File: config.mk
export PLATFORM = sky130hd
export DESIGN_NAME = bn_route_ctrl
export DESIGN_NICKNAME = d
export VERILOG_FILES = /design/src/rtl/bn_route_ctrl.sv
export SDC_FILE = /design/constraint.sdc
export NUM_CORES = 1
export LEC_CHECK = 0
export ABC_AREA = 1
export BUFFER_PORTS_ARGS = -buffer_cell sky130_fd_sc_hd__buf_2
export CAP_MARGIN = 20
export CORE_ASPECT_RATIO = 0.9
export CORE_MARGIN = 2
export CORE_UTILIZATION = 45
export DETAILED_ROUTE_END_ITERATION = 7
export PLACE_DENSITY = 0.83
export SETUP_SLACK_MARGIN = 0.2
export SLEW_MARGIN = 20
export SYNTH_ARGS = -nofsm -noshare
export SYNTH_HDL_FRONTEND = slang
export SYNTH_SLANG_ARGS = --single-unit
File: constraint.sdc
create_clock -name clk -period 1.4 [get_ports clk]
set_input_delay 0.28 -clock clk [delete_from_list [all_inputs] [get_ports clk]]
set_output_delay 0.28 -clock clk [all_outputs]
set_load 0.02 [all_outputs]
File: src/rtl/bn_route_ctrl.sv
// bn_route_ctrl: phase sequencer for the batch-normalization 1-to-3 demux.
// Steps one activation stream through MEAN, VAR and NORM, one batch each,
// and drives the demux select with a registered, phase-aligned data copy.
// Optional feature: define BN_ROUTE_INFER_MODE_EN to add the infer_mode
// input, which sends a sequence straight to NORM using stored statistics.
module bn_route_ctrl #(
    parameter int DATA_WIDTH = 16,
    parameter int BATCH_SIZE = 32,
    parameter int CNT_WIDTH  = 6
) (
    input  logic                  clk,
    input  logic                  rst_n,
    input  logic                  start,
`ifdef BN_ROUTE_INFER_MODE_EN
    input  logic                  infer_mode,
`endif
    input  logic                  in_valid,
    output logic                  in_ready,
    input  logic [DATA_WIDTH-1:0] in_data,
    input  logic                  out_stall,
    output logic [1:0]            sel,
    output logic [DATA_WIDTH-1:0] dmux_data,
    output logic                  dmux_valid,
    output logic [1:0]            phase,
    output logic [2:0]            phase_done,
    output logic                  busy,
    output logic                  done
);

    typedef enum logic [2:0] {
        S_IDLE,
        S_MEAN,
        S_VAR,
        S_NORM,
        S_DONE
    } state_t;

    localparam logic [CNT_WIDTH-1:0] LAST_IDX = CNT_WIDTH'(BATCH_SIZE - 1);
    localparam logic [1:0]           SEL_PARK = 2'b11;

    state_t                  r_state;
    state_t                  w_next_state;
    logic [CNT_WIDTH-1:0]    r_elem_cnt;
    logic [CNT_WIDTH-1:0]    w_next_cnt;
    logic                    w_active;
    logic                    w_xfer;
    logic                    w_last;
    logic                    w_infer;
    logic [1:0]              w_sel_code;
    logic [2:0]              w_done_bit;

    logic [1:0]              r_sel;
    logic [DATA_WIDTH-1:0]   r_dmux_data;
    logic                    r_dmux_valid;
    logic [1:0]              r_phase;
    logic [2:0]              r_phase_done;
    logic                    r_busy;
    logic                    r_done;

    // Phase number reported to the controller: 0 outside the three data phases.
    function automatic logic [1:0] phase_of(input state_t s);
        case (s)
            S_MEAN:  return 2'd1;
            S_VAR:   return 2'd2;
            S_NORM:  return 2'd3;
            default: return 2'd0;
        endcase
    endfunction

`ifdef BN_ROUTE_INFER_MODE_EN
    assign w_infer = infer_mode;
`else
    assign w_infer = 1'b0;
`endif

    assign w_active = (r_state == S_MEAN) || (r_state == S_VAR) || (r_state == S_NORM);
    // Reset forces r_state to IDLE asynchronously, so in_ready drops with rst_n.
    assign in_ready = w_active && !out_stall;
    assign w_xfer   = in_valid && in_ready;
    assign w_last   = (r_elem_cnt == LAST_IDX);

    // Demux code and phase_done bit belonging to the phase accepting data now.
    always_comb begin
        // NOTE: every always_comb output gets a default first so no path can infer a latch.
        w_sel_code = SEL_PARK;
        w_done_bit = 3'b000;
        case (r_state)
            S_MEAN: begin w_sel_code = 2'b00; w_done_bit = 3'b001; end
            S_VAR:  begin w_sel_code = 2'b01; w_done_bit = 3'b010; end
            S_NORM: begin w_sel_code = 2'b10; w_done_bit = 3'b100; end
            default: ;
        endcase
    end

    // Next-state and element-count logic; a phase ends on its last transfer.
    always_comb begin
        w_next_state = r_state;
        w_next_cnt   = r_elem_cnt;
        case (r_state)
            S_IDLE: begin
                if (start) begin
                    w_next_state = w_infer ? S_NORM : S_MEAN;
                end
            end
            S_MEAN, S_VAR, S_NORM: begin
                if (w_xfer) begin
                    if (w_last) begin
                        w_next_cnt = '0;
                        case (r_state)
                            S_MEAN:  w_next_state = S_VAR;
                            S_VAR:   w_next_state = S_NORM;
                            default: w_next_state = S_DONE;
                        endcase
                    end else begin
                        w_next_cnt = r_elem_cnt + CNT_WIDTH'(1);
                    end
                end
            end
            S_DONE:  w_next_state = S_IDLE;
            default: w_next_state = S_IDLE;
        endcase
    end

    // State and element counter registers.
    always_ff @(posedge clk or negedge rst_n) begin
        if (!rst_n) begin
            r_state    <= S_IDLE;
            r_elem_cnt <= '0;
        end else begin
            // NOTE: non-blocking assignments so every register samples pre-edge values.
            r_state    <= w_next_state;
            r_elem_cnt <= w_next_cnt;
        end
    end

    // Output register: data, select and pulses aligned one cycle after acceptance.
    always_ff @(posedge clk or negedge rst_n) begin
        if (!rst_n) begin
            r_sel        <= SEL_PARK;
            r_dmux_data  <= '0;
            r_dmux_valid <= 1'b0;
            r_phase      <= 2'd0;
            r_phase_done <= 3'b000;
            r_busy       <= 1'b0;
            r_done       <= 1'b0;
        end else begin
            r_sel        <= w_xfer ? w_sel_code : SEL_PARK;
            r_dmux_valid <= w_xfer;
            if (w_xfer) begin
                r_dmux_data <= in_data;
            end
            r_phase_done <= (w_xfer && w_last) ? w_done_bit : 3'b000;
            r_phase      <= phase_of(w_next_state);
            r_busy       <= (phase_of(w_next_state) != 2'd0);
            r_done       <= (r_state == S_DONE);
        end
    end

    assign sel        = r_sel;
    assign dmux_data  = r_dmux_data;
    assign dmux_valid = r_dmux_valid;
    assign phase      = r_phase;
    assign phase_done = r_phase_done;
    assign busy       = r_busy;
    assign done       = r_done;

endmodule

---- Word level (Yosys, flattened, before mapping) ----
Index checks and enable logic that the tools add are counted.
cells by class
  multiplexer cells ....................... 11
  equal/unequal tests ..................... 8
  reduce and logical (&&, ||, !) cells .... 10
  add/sub/neg operators ................... 1
operators by type and width
  operator                                       number
  == test 3 x 2 -> 1 bit, second input constant  4
  two-way mux 3 bit                              4
  case mux 2 bit (3 select lines)                2
  case mux 3 bit (2 select lines)                2
  case mux 3 bit (3 select lines)                1
  adder 6 x 1 -> 6 bit, second input constant    1
  == test 3 x 1 -> 1 bit, second input constant  2
  == test 6 x 5 -> 1 bit, second input constant  1
  two-way mux 6 bit                              1
  == test 3 bit, second input constant           1
  logical AND 1 bit                              3
  zero test 3 bit                                1
  OR reduction 3 bit                             1
  logical OR 1 bit                               2
  two-way mux 2 bit                              1
  AND reduction 2 bit                            1
  nonzero test 2 bit                             1
  zero test 1 bit                                1
word-level totals
  flip-flop bits (word level) ............. 35
  word-level logic and storage cells ...... 39
  input port bits ......................... 21

---- Logic depth before layout (Yosys ltp) ----
Gate-level depths: netlist of run 1.
  depth in word-level cells ............... 10
  depth in mapped cells ................... 8
  mapped depth without buffers ............ 8

---- Worst setup path before layout of run 1 ----
OpenSTA, ideal clock, no wires.
  kind .................................... reg-to-reg
  start point ............................. register r_elem_cnt[0]
  end point ............................... register r_busy, in the netlist busy
  stages on the path, launching flop included .. 9
  setup time .............................. 0.123 ns
  path slack .............................. 0.122 ns
  data arrival time ....................... 1.155 ns
  buffers on the path ..................... 0
  period minus slack after synthesis ...... 1.278 ns
  cell sequence ........................... dfrtp_1 > ha_1 > nand3_1 > nor2_4 > nand2_1 > nor2_1 > nor2_1 > nand2_2 > nand3_2
between the ends
  word-level cells in the longest chain between the ends .. 7
  elaborated cells on any way between the ends .. 9
RTL lines
  item                                                                     line  text
  start: declaration                                                       43    logic [CNT_WIDTH-1:0] r_elem_cnt;
  start signal: assignment                                                 132   r_elem_cnt <= w_next_cnt;
  == test 6 x 5 -> 1 bit *                                                 80    assign w_last = (r_elem_cnt == LAST_IDX);
  two-way mux 3 bit *                                                      107   if (w_last) begin
  two-way mux 3 bit *                                                      106   if (w_xfer) begin
  case mux 3 bit (2 select lines) *                                        99    case (r_state)
  == test 3 x 2 -> 1 bit / == test 3 x 1 -> 1 bit (equally long branches)  62    case (s)
  case mux 2 bit (3 select lines) *                                        62
  nonzero test 2 bit *                                                     154   r_busy <= (phase_of(w_next_state) != 2'd0);
  end signal: assignment                                                   154
  end: declaration                                                         57    logic r_busy;
Mark *: on every way between the ends. The rest lies on a longest branch, timed or not.
A chain may end at the register's enable or synchronous reset.

---- Final worst setup path of run 1 ----
  start point ............................. register r_state[1]
  end point ............................... register r_state[0]
between the ends
  word-level cells in the longest chain between the ends .. 7
  elaborated cells on any way between the ends .. 13
RTL lines
  item                                                            line  text
  start: declaration                                              41    state_t r_state;
  start signal: assignment                                        131   r_state <= w_next_state;
  branches (longest 6 deep; another with == test 3 x 2 -> 1 bit)  -
  case mux 3 bit (2 select lines) *                               99
  net w_next_state[0]                                             42    state_t w_next_state;
Mark *: on every way through the listed nets, which the timed path passes.

==> results of run 1 <==
[registers in the layout, summed over array words and instances, names as in the netlist]
name	cells
r_elem_cnt	6
dmux_valid	1
phase	2
phase_done	3
done	1
dmux_data	16
sel	2
busy	1
r_state	3
[path summary, 6_finish.rpt]
check	from	endpoint	slack [ns]	cells past startpoint
max in group asynchronous	rst_n	dmux_data[14]	0.58	3
min reg2reg	dmux_data[0]	dmux_data[0]	0.52	2
max	r_state[1]	r_state[0]	-0.05	10
min in group asynchronous	rst_n	phase_done[0]	0.38	2
min	in_data[2]	dmux_data[2]	0.12	3
max reg2reg	r_state[1]	r_state[0]	-0.05	10
[cell type report]
class	instances	area (sq um)
clock buffers	7	45.04
clock inverters	1	30.03
fillers	202	754.5
inverters	14	57.56
multi-input cells	103	579.3
flip-flops and latches	35	878.3
well taps	42	52.55
repair buffers	83	693.2
[cell families after synthesis]
kind of cell               share of synthesized area
AOI/OAI and AO/OA                            0.01023
xor gates and xnor gates                     0.01194
adders and majority gates                   0.008524
buffers and inverters                        0.05711
DFF                                           0.5985
and+or+nand+nor                               0.3137
[repair_timing]
item	in CTS	in global routing
endpoints found under the hold margin	13	0
setup buffers	15	13
endpoints found under the setup margin	28	53
cloned	1	0
pin swaps	7	5
resized for setup	26	38
hold buffers	1	0
[cells in the mapped netlist]
cell type,instances
nand3_4,1
xnor2_1,1
nor2_2,1
dfstp_2,2
nor2_1,8
buf_2,1
nand3_2,2
xor2_1,1
nand2_2,2
nand3_1,8
nor2_4,1
nand2_1,68
buf_6,2
nand4_2,1
ha_1,1
nor2_8,1
inv_2,3
inv_1,11
dfrtp_1,33
nand4_1,2
nand2_4,2
clkbuf_1,1
o21ai_0,3
[worst max-delay path, stage by stage (launching register included)]
cell	delay (ns)
dfrtp_1	0.42
inv_2	0.07
nand2_4	0.08
nand3_4	0.06
buf_4	0.16
nor2_8	0.14
buf_12	0.13
nand2_4	0.08
nand2_2	0.07
nand2_2	0.08
nand2_1	0.09
[per-layer routing]
layer | track usage | part of all wire | vias to the layer above
met5 | 0 | 0 | -
met4 | 0.08511 | 0.016 | 0
met3 | 0.07767 | 0.061 | 8
met2 | 0.3348 | 0.54 | 55
met1 | 0.2506 | 0.38 | 645
li1 | - | - | 653
[stage by stage]
stage | setup slack (ns) | hold WS, ns
after global routing | -0.09777 | 0.1109
after detailed placement | 0.04278 | 0.2244
after floorplan | 0.1297 | -0.01559
after global placement | 0.1025 | 0.2224
after CTS | -0.003406 | 0.1145
final | -0.05144 | 0.1216
[where the power goes]
part           switching [uW]  internal, uW  leakage (uW)
Clock                     322           379     0.0000395
Sequential                147          1150      0.000421
Combinational             400           411      0.000786
Total                     869          1940       0.00125
==> results.txt, run 1 <==
Of the available clock period, the critical path in the final layout requires 1.037. Subtracting the final worst setup slack from the clock period gives 1.451 ns. The slew at the pin closest to its max-slew limit came out at 0.3990 ns. After detailed routing, the average wire length per cell comes to 13.98 microns. The total power after layout is 2807 uW. Synthesis produced a netlist with a net count of 178. The number of global-route vias before repair came out at 1313. The initial antenna violation count is 0.

The static leakage is 0.001246 uW. The final reports fail on negative setup slack. The count of nets left with antenna violations once routing finished came out at 0. The net count reported at finish came out at 264.

The path class of the tightest hold or removal check is input pin to flop. The number of antenna diodes in the final layout is 0. The overall via count from detail_route is 1361. After synthesis the netlist holds a flip-flop and latch count of 35.

The die covers 3735 sq um. Once placement finished, the instance area stood at 1787 sq um. The floorplan step set the die height to 58.18 microns.

The residual DRC count came out at 0. The area of the core region came out at 3090 sq um. The count of maximum capacitance violations came out at 0.

The half-perimeter wire length after placement came out at 2091 microns. Counting every instance in the synthesized netlist gives 156. Leaving out fill and tap cells, the most frequent cell in the layout is nand2_1. The clock slew at the register clock pins of the worst setup and hold paths is 0.10 ns.

The instance count after placement with tap cells included is 247. The number of core rows came out at 19. Yosys printed 0 warnings. For this run, the share of the core covered by cells in the final layout is 0.7559. The normalized max-slew margin came out at 0.7340. Setup repair after global routing could not meet its margin everywhere. The maximum fanout along the worst path is 5. The max-slew violation count came out at 0.

The maximum clock frequency is 689.0 MHz. After routing the design area is 2336 sq um. Yosys attributes the largest share of cell area to dfrtp_1 56%, nand2_1 17%, dfstp_2 3.6%.

For the final routed database, the setup TNS stands at -0.1424 ns. The CTS H-tree depth is 2. The longest clock path from root to sink contains 2 buffers. The fraction of layout instances using a drive strength above 1 came out at 0.4733. The number of hold-slack violations in the final timing report came to 0. The run finished, with violations left. During I/O placement, the number of pins put on the boundary was 48. The share of the synthesized area in the top cell type is 0.5627. The required time at the worst-slack endpoint is 1.68 ns. The overall routed net length came out at 3985 microns. The signed area change from the synthesized netlist to the final layout came out at 59.16%. The total CTS buffers is 5.

The root buffer cell is clkbuf_4. The final instance count without filler cells came out at 285. The worst path setup slack after routing came out at -0.05144 ns.

By startpoint and endpoint, the worst setup path is classified as flop to flop. The number of iterations in the first detailed-routing pass is 4. The number of buffers added on ports is 47.

The portion of the post-synthesis area used by sequential elements is 0.5985. The first global-routing pass estimated 5720 microns of wire. The sink count of the clock tree is 35.

The type of element launching the critical path is a flop. The insertion delay of the later-clocked pin in the worst-skew pair is 0.34 ns. The biggest area contributor in the post-synthesis netlist is dfrtp_1. The floorplan step set the die width to 64.20 microns. The first-iteration detailed-routing DRC count came out at 35.

The global-route congestion overflow total is 0. The distinct cell type count of the synthesized netlist came out at 23. The count of final setup violators is 5. TritonCTS built the clock tree. The number of vias per cell after detailed routing is 4.775. Across the routed clock network, the largest skew measured is 0.007443 ns. The overall routing resource usage came out at 0.2063. The worst setup path is captured at a flop. STA puts the critical path data arrival time at 1.73 ns. The synthesized area divided by synthesized cell count came out at 9.408 sq um. Across the VDD grid, the largest voltage drop is 0.8608 mV.

The power density over the cells came out at 1202 nW/um^2. The effective utilization at floorplan came out at 0.4749. In the layout the commonest cells are 65 x nand2_1, 33 x dfrtp_1, 30 x buf_2.

The synthesized netlist occupies a cell area of 1468 sq um. The global placer's final weighted congestion is 0.8807. Entering global routing, the biggest net connects 21 pins.
Power figures use the tool's default switching activity.
==> run 2, diff against run 1 <==
--- a/config.mk
+++ b/config.mk
@@ -12,7 +12,7 @@
 export CORE_MARGIN = 2
 export CORE_UTILIZATION = 45
 export DETAILED_ROUTE_END_ITERATION = 7
-export PLACE_DENSITY = 0.83
+export PLACE_DENSITY_LB_ADDON = 0.08
 export SETUP_SLACK_MARGIN = 0.2
 export SLEW_MARGIN = 20
 export SYNTH_ARGS = -nofsm -noshare
==> run 2 against run 1 <==
Against the previous run:
- the flow still finishes with violations (negative setup slack)
- highest routed layer unchanged
- via count decreased by 2.3%
- register-to-register slack improved by 0.11 ns
- critical path depth decreased by 5
==> results.txt, run 2 (same netlist as run 1, synthesis figures left out) <==
The static leakage is 0.001239 uW (-0.50%). The worst path setup slack after routing is -0.001995 ns (+0.04945 ns). The overall routing resource usage was 0.1967 (-0.009615).

The combined flip-flop and latch cell area came out at 878.3 sq um (unchanged). The first-iteration detailed-routing DRC count is 56 (+60%). The combinational share of power was 0.291 (+0.002). Setup repair after global routing could not meet its margin everywhere.

The number of buffers between clock root and the deepest sink was 2 (unchanged). The number of iterations in the first detailed-routing pass is 4 (unchanged). The max-slew violation count is 0 (unchanged). The half-perimeter wire length after placement is 2037 microns (-2.6%). Leaving out fill and tap cells, the most frequent cell in the layout is nand2_1. The pin count of the biggest net entering global routing is 24 (+14%). The overall via count from detail_route came out at 1330 (-2.3%). The number of vias per cell after detailed routing came out at 4.733 (-0.89%). TritonCTS built the clock tree.

The global-route congestion overflow total came out at 0 (unchanged). The number of core rows is 19 (unchanged). The time the final worst path needs with I/O delays and setup is 1.402 ns (-0.04945 ns). The chip height is 58.18 microns (unchanged). The final reports fail on negative setup slack. The worst ir drop on vdd came to 1.164 mV (+35%). The number of hold-slack violations in the final timing report came out at 0 (unchanged). The number of buffers added on ports came out at 47 (unchanged). The number of global-route vias before repair is 1311 (-0.15%).

The area of the multi-input gates is 595.6 sq um (+2.8%). The cell internal power dissipation came out at 1954 uW (+0.80%). In the layout the commonest cells are 64 x nand2_1, 33 x dfrtp_1, 28 x buf_2. The power density over the cells is 1212 nW/um^2 (+0.81%).

The sink count of the clock tree was 35 (unchanged). The critical path is of the flop to output pin type. The switching power as a share of total power came out at 0.3145 (+0.004896). The total CTS buffers came out at 5 (unchanged). The first-pass GRT wire length was 5644 microns (-1.3%). The signed area change from the synthesized netlist to the final layout is 60.27%. STA classifies the critical path startpoint as a flop. The effective utilization at floorplan is 0.4749 (unchanged). The placement-stage cell area came out at 1787 sq um (unchanged). The count of maximum capacitance violations is 0 (unchanged). The final cell area excluding filler cells is 2352 sq um (+0.70%). The summed negative setup slack over all endpoints is -0.001995 ns (+0.1404 ns). The normalized max-slew margin came to 0.7823 (+0.04832). The fraction of layout instances using a drive strength above 1 came out at 0.4812 (+0.007921). The diode insertion count for antenna repair came out at 0 (unchanged).

The slew at the pin closest to its max-slew limit came out at 0.3265 ns (-0.07247 ns). The count of antenna-violating nets left after detailed routing came out at 0 (unchanged). The global placer's final weighted congestion came out at 0.8320 (-5.5%). The depth of the worst hold-timing path came out at 3 (unchanged). The switching power came to 896.4 uW (+3.1%). The net count reported at finish is 260 (-1.5%).

The maximum clock frequency was 713.3 MHz (+3.5%). The clock slew at the register clock pins of the worst setup and hold paths is 0.11 ns (about the same). STA classifies the critical path endpoint as an output pin. The flip-flop count of the largest register after layout came out at 16 (unchanged). The initial antenna violation count came out at 0 (unchanged).

The clock skew is 0.01198 ns (+0.004540 ns). The period utilization is 1.001 (-0.03532). The residual DRC count came out at 0 (unchanged). The number of cells on the worst reg-to-reg path came out at 7 (-3). The required time at the worst-slack endpoint is 1.12 ns (-0.56 ns). The overall routed net length is 3699 microns (-7.2%). The average detailed-routed wire length per instance came out at 13.16 microns (-5.9%). The overall die width came out at 64.20 microns (unchanged).

The layout filler cell count came to 214 (+5.9%). The worst hold path belongs to the class input pin to flop. The die footprint came out at 3735 sq um (unchanged). The maximum fanout along the worst path is 2 (-3). The sequential power share is 0.457 (-0.004). The number of placed I/O pins is 48 (unchanged).

The endpoint arrival time on the critical path is 1.12 ns (-0.61 ns). The area of the core region came out at 3090 sq um (unchanged). The share of total power in the clock network is 0.252 (+0.002). The run finished, with violations left. The insertion delay of the later-clocked pin in the worst-skew pair came out at 0.35 ns (about the same). Clock tree synthesis selected as its root buffer the cell clkbuf_4.

The count of final setup violators is 1 (-4). The CTS H-tree depth came out at 2 (unchanged).
run 2: cell types whose count changed in the layout (fill, tap and decap cells not counted), sizes merged:
cell	previous run	this run
buf	82	76
clkbuf	7	6
clkinv	0	2
nor2	11	12
run 2: final cells by class:
cell class | instances | share of cell area
clock buffer | 5 | 0.01596
clock inverter | 3 | 0.01862
inverter | 14 | 0.02340
multi-input combinational | 104 | 0.2532
sequential | 35 | 0.3734
tap | 42 | 0.02234
timing repair buffer | 78 | 0.2931
run 2: what timing repair did:
item | in CTS | in global routing
resized for setup | 31 | 43
hold buffers | 1 | 0
buffers inserted | 13 | 9
setup endpoints to repair | 35 | 51
pin swaps | 4 | 9
cloned | 3 | 0
hold endpoints to repair | 10 | 0
run 2: metrics by stage:
| step | setup WS [ns] | util | total power, uW | instances | hold slack [ns] |
|---|---|---|---|---|---|
| global placement | 0.08970 | 0.5781 | 1755 | 247 | 0.1870 |
| finish | -0.001995 | 0.7611 | 2850 | 281 | 0.1183 |
| CTS | 0.001014 | 0.6923 | 2657 | 272 | 0.1067 |
| global route | -0.06053 | 0.7611 | 3000 | 281 | 0.1074 |
| floorplan | 0.1297 | - | 1574 | 156 | -0.01559 |
| detailed placement | 0.05176 | 0.5781 | 1769 | 247 | 0.1952 |
run 2: power groups by stage:
stage	registers (uW)	clock network (uW)	logic (uW)
after floorplan	1350	0	225
after global placement	1270	0	485
after CTS	1260	741	655
after detailed placement	1270	0	496
after global routing	1310	795	890
final	1300	719	828
run 2: final timing paths:
check / from / endpoint / slack (ns)
setup / recovery: r_state[0] / in_ready / -0.002
hold / removal: in_data[10] / dmux_data[10] / 0.12
setup reg to reg: r_elem_cnt[0] / busy / 0.06
hold reg to reg: dmux_data[6] / dmux_data[6] / 0.49
max in group asynchronous: rst_n / r_elem_cnt[0] / 0.63
min in group asynchronous: rst_n / done / 0.35
run 2: routing by layer:
layer | vias to the layer above | track usage | share of wire
met3 | 10 | 0.06214 | 0.049
li1 | 644 | - | -
met2 | 42 | 0.3423 | 0.51
met5 | - | 0 | 0
met4 | 0 | 0.06079 | 0.018
met1 | 634 | 0.2354 | 0.43
run 2: critical path, cell delays in order, from the launching register on:
cell     delay [ns]
dfrtp_1        0.41
inv_2          0.09
nand2_4        0.06
nand3_4        0.06
inv_2          0.04
buf_6          0.12
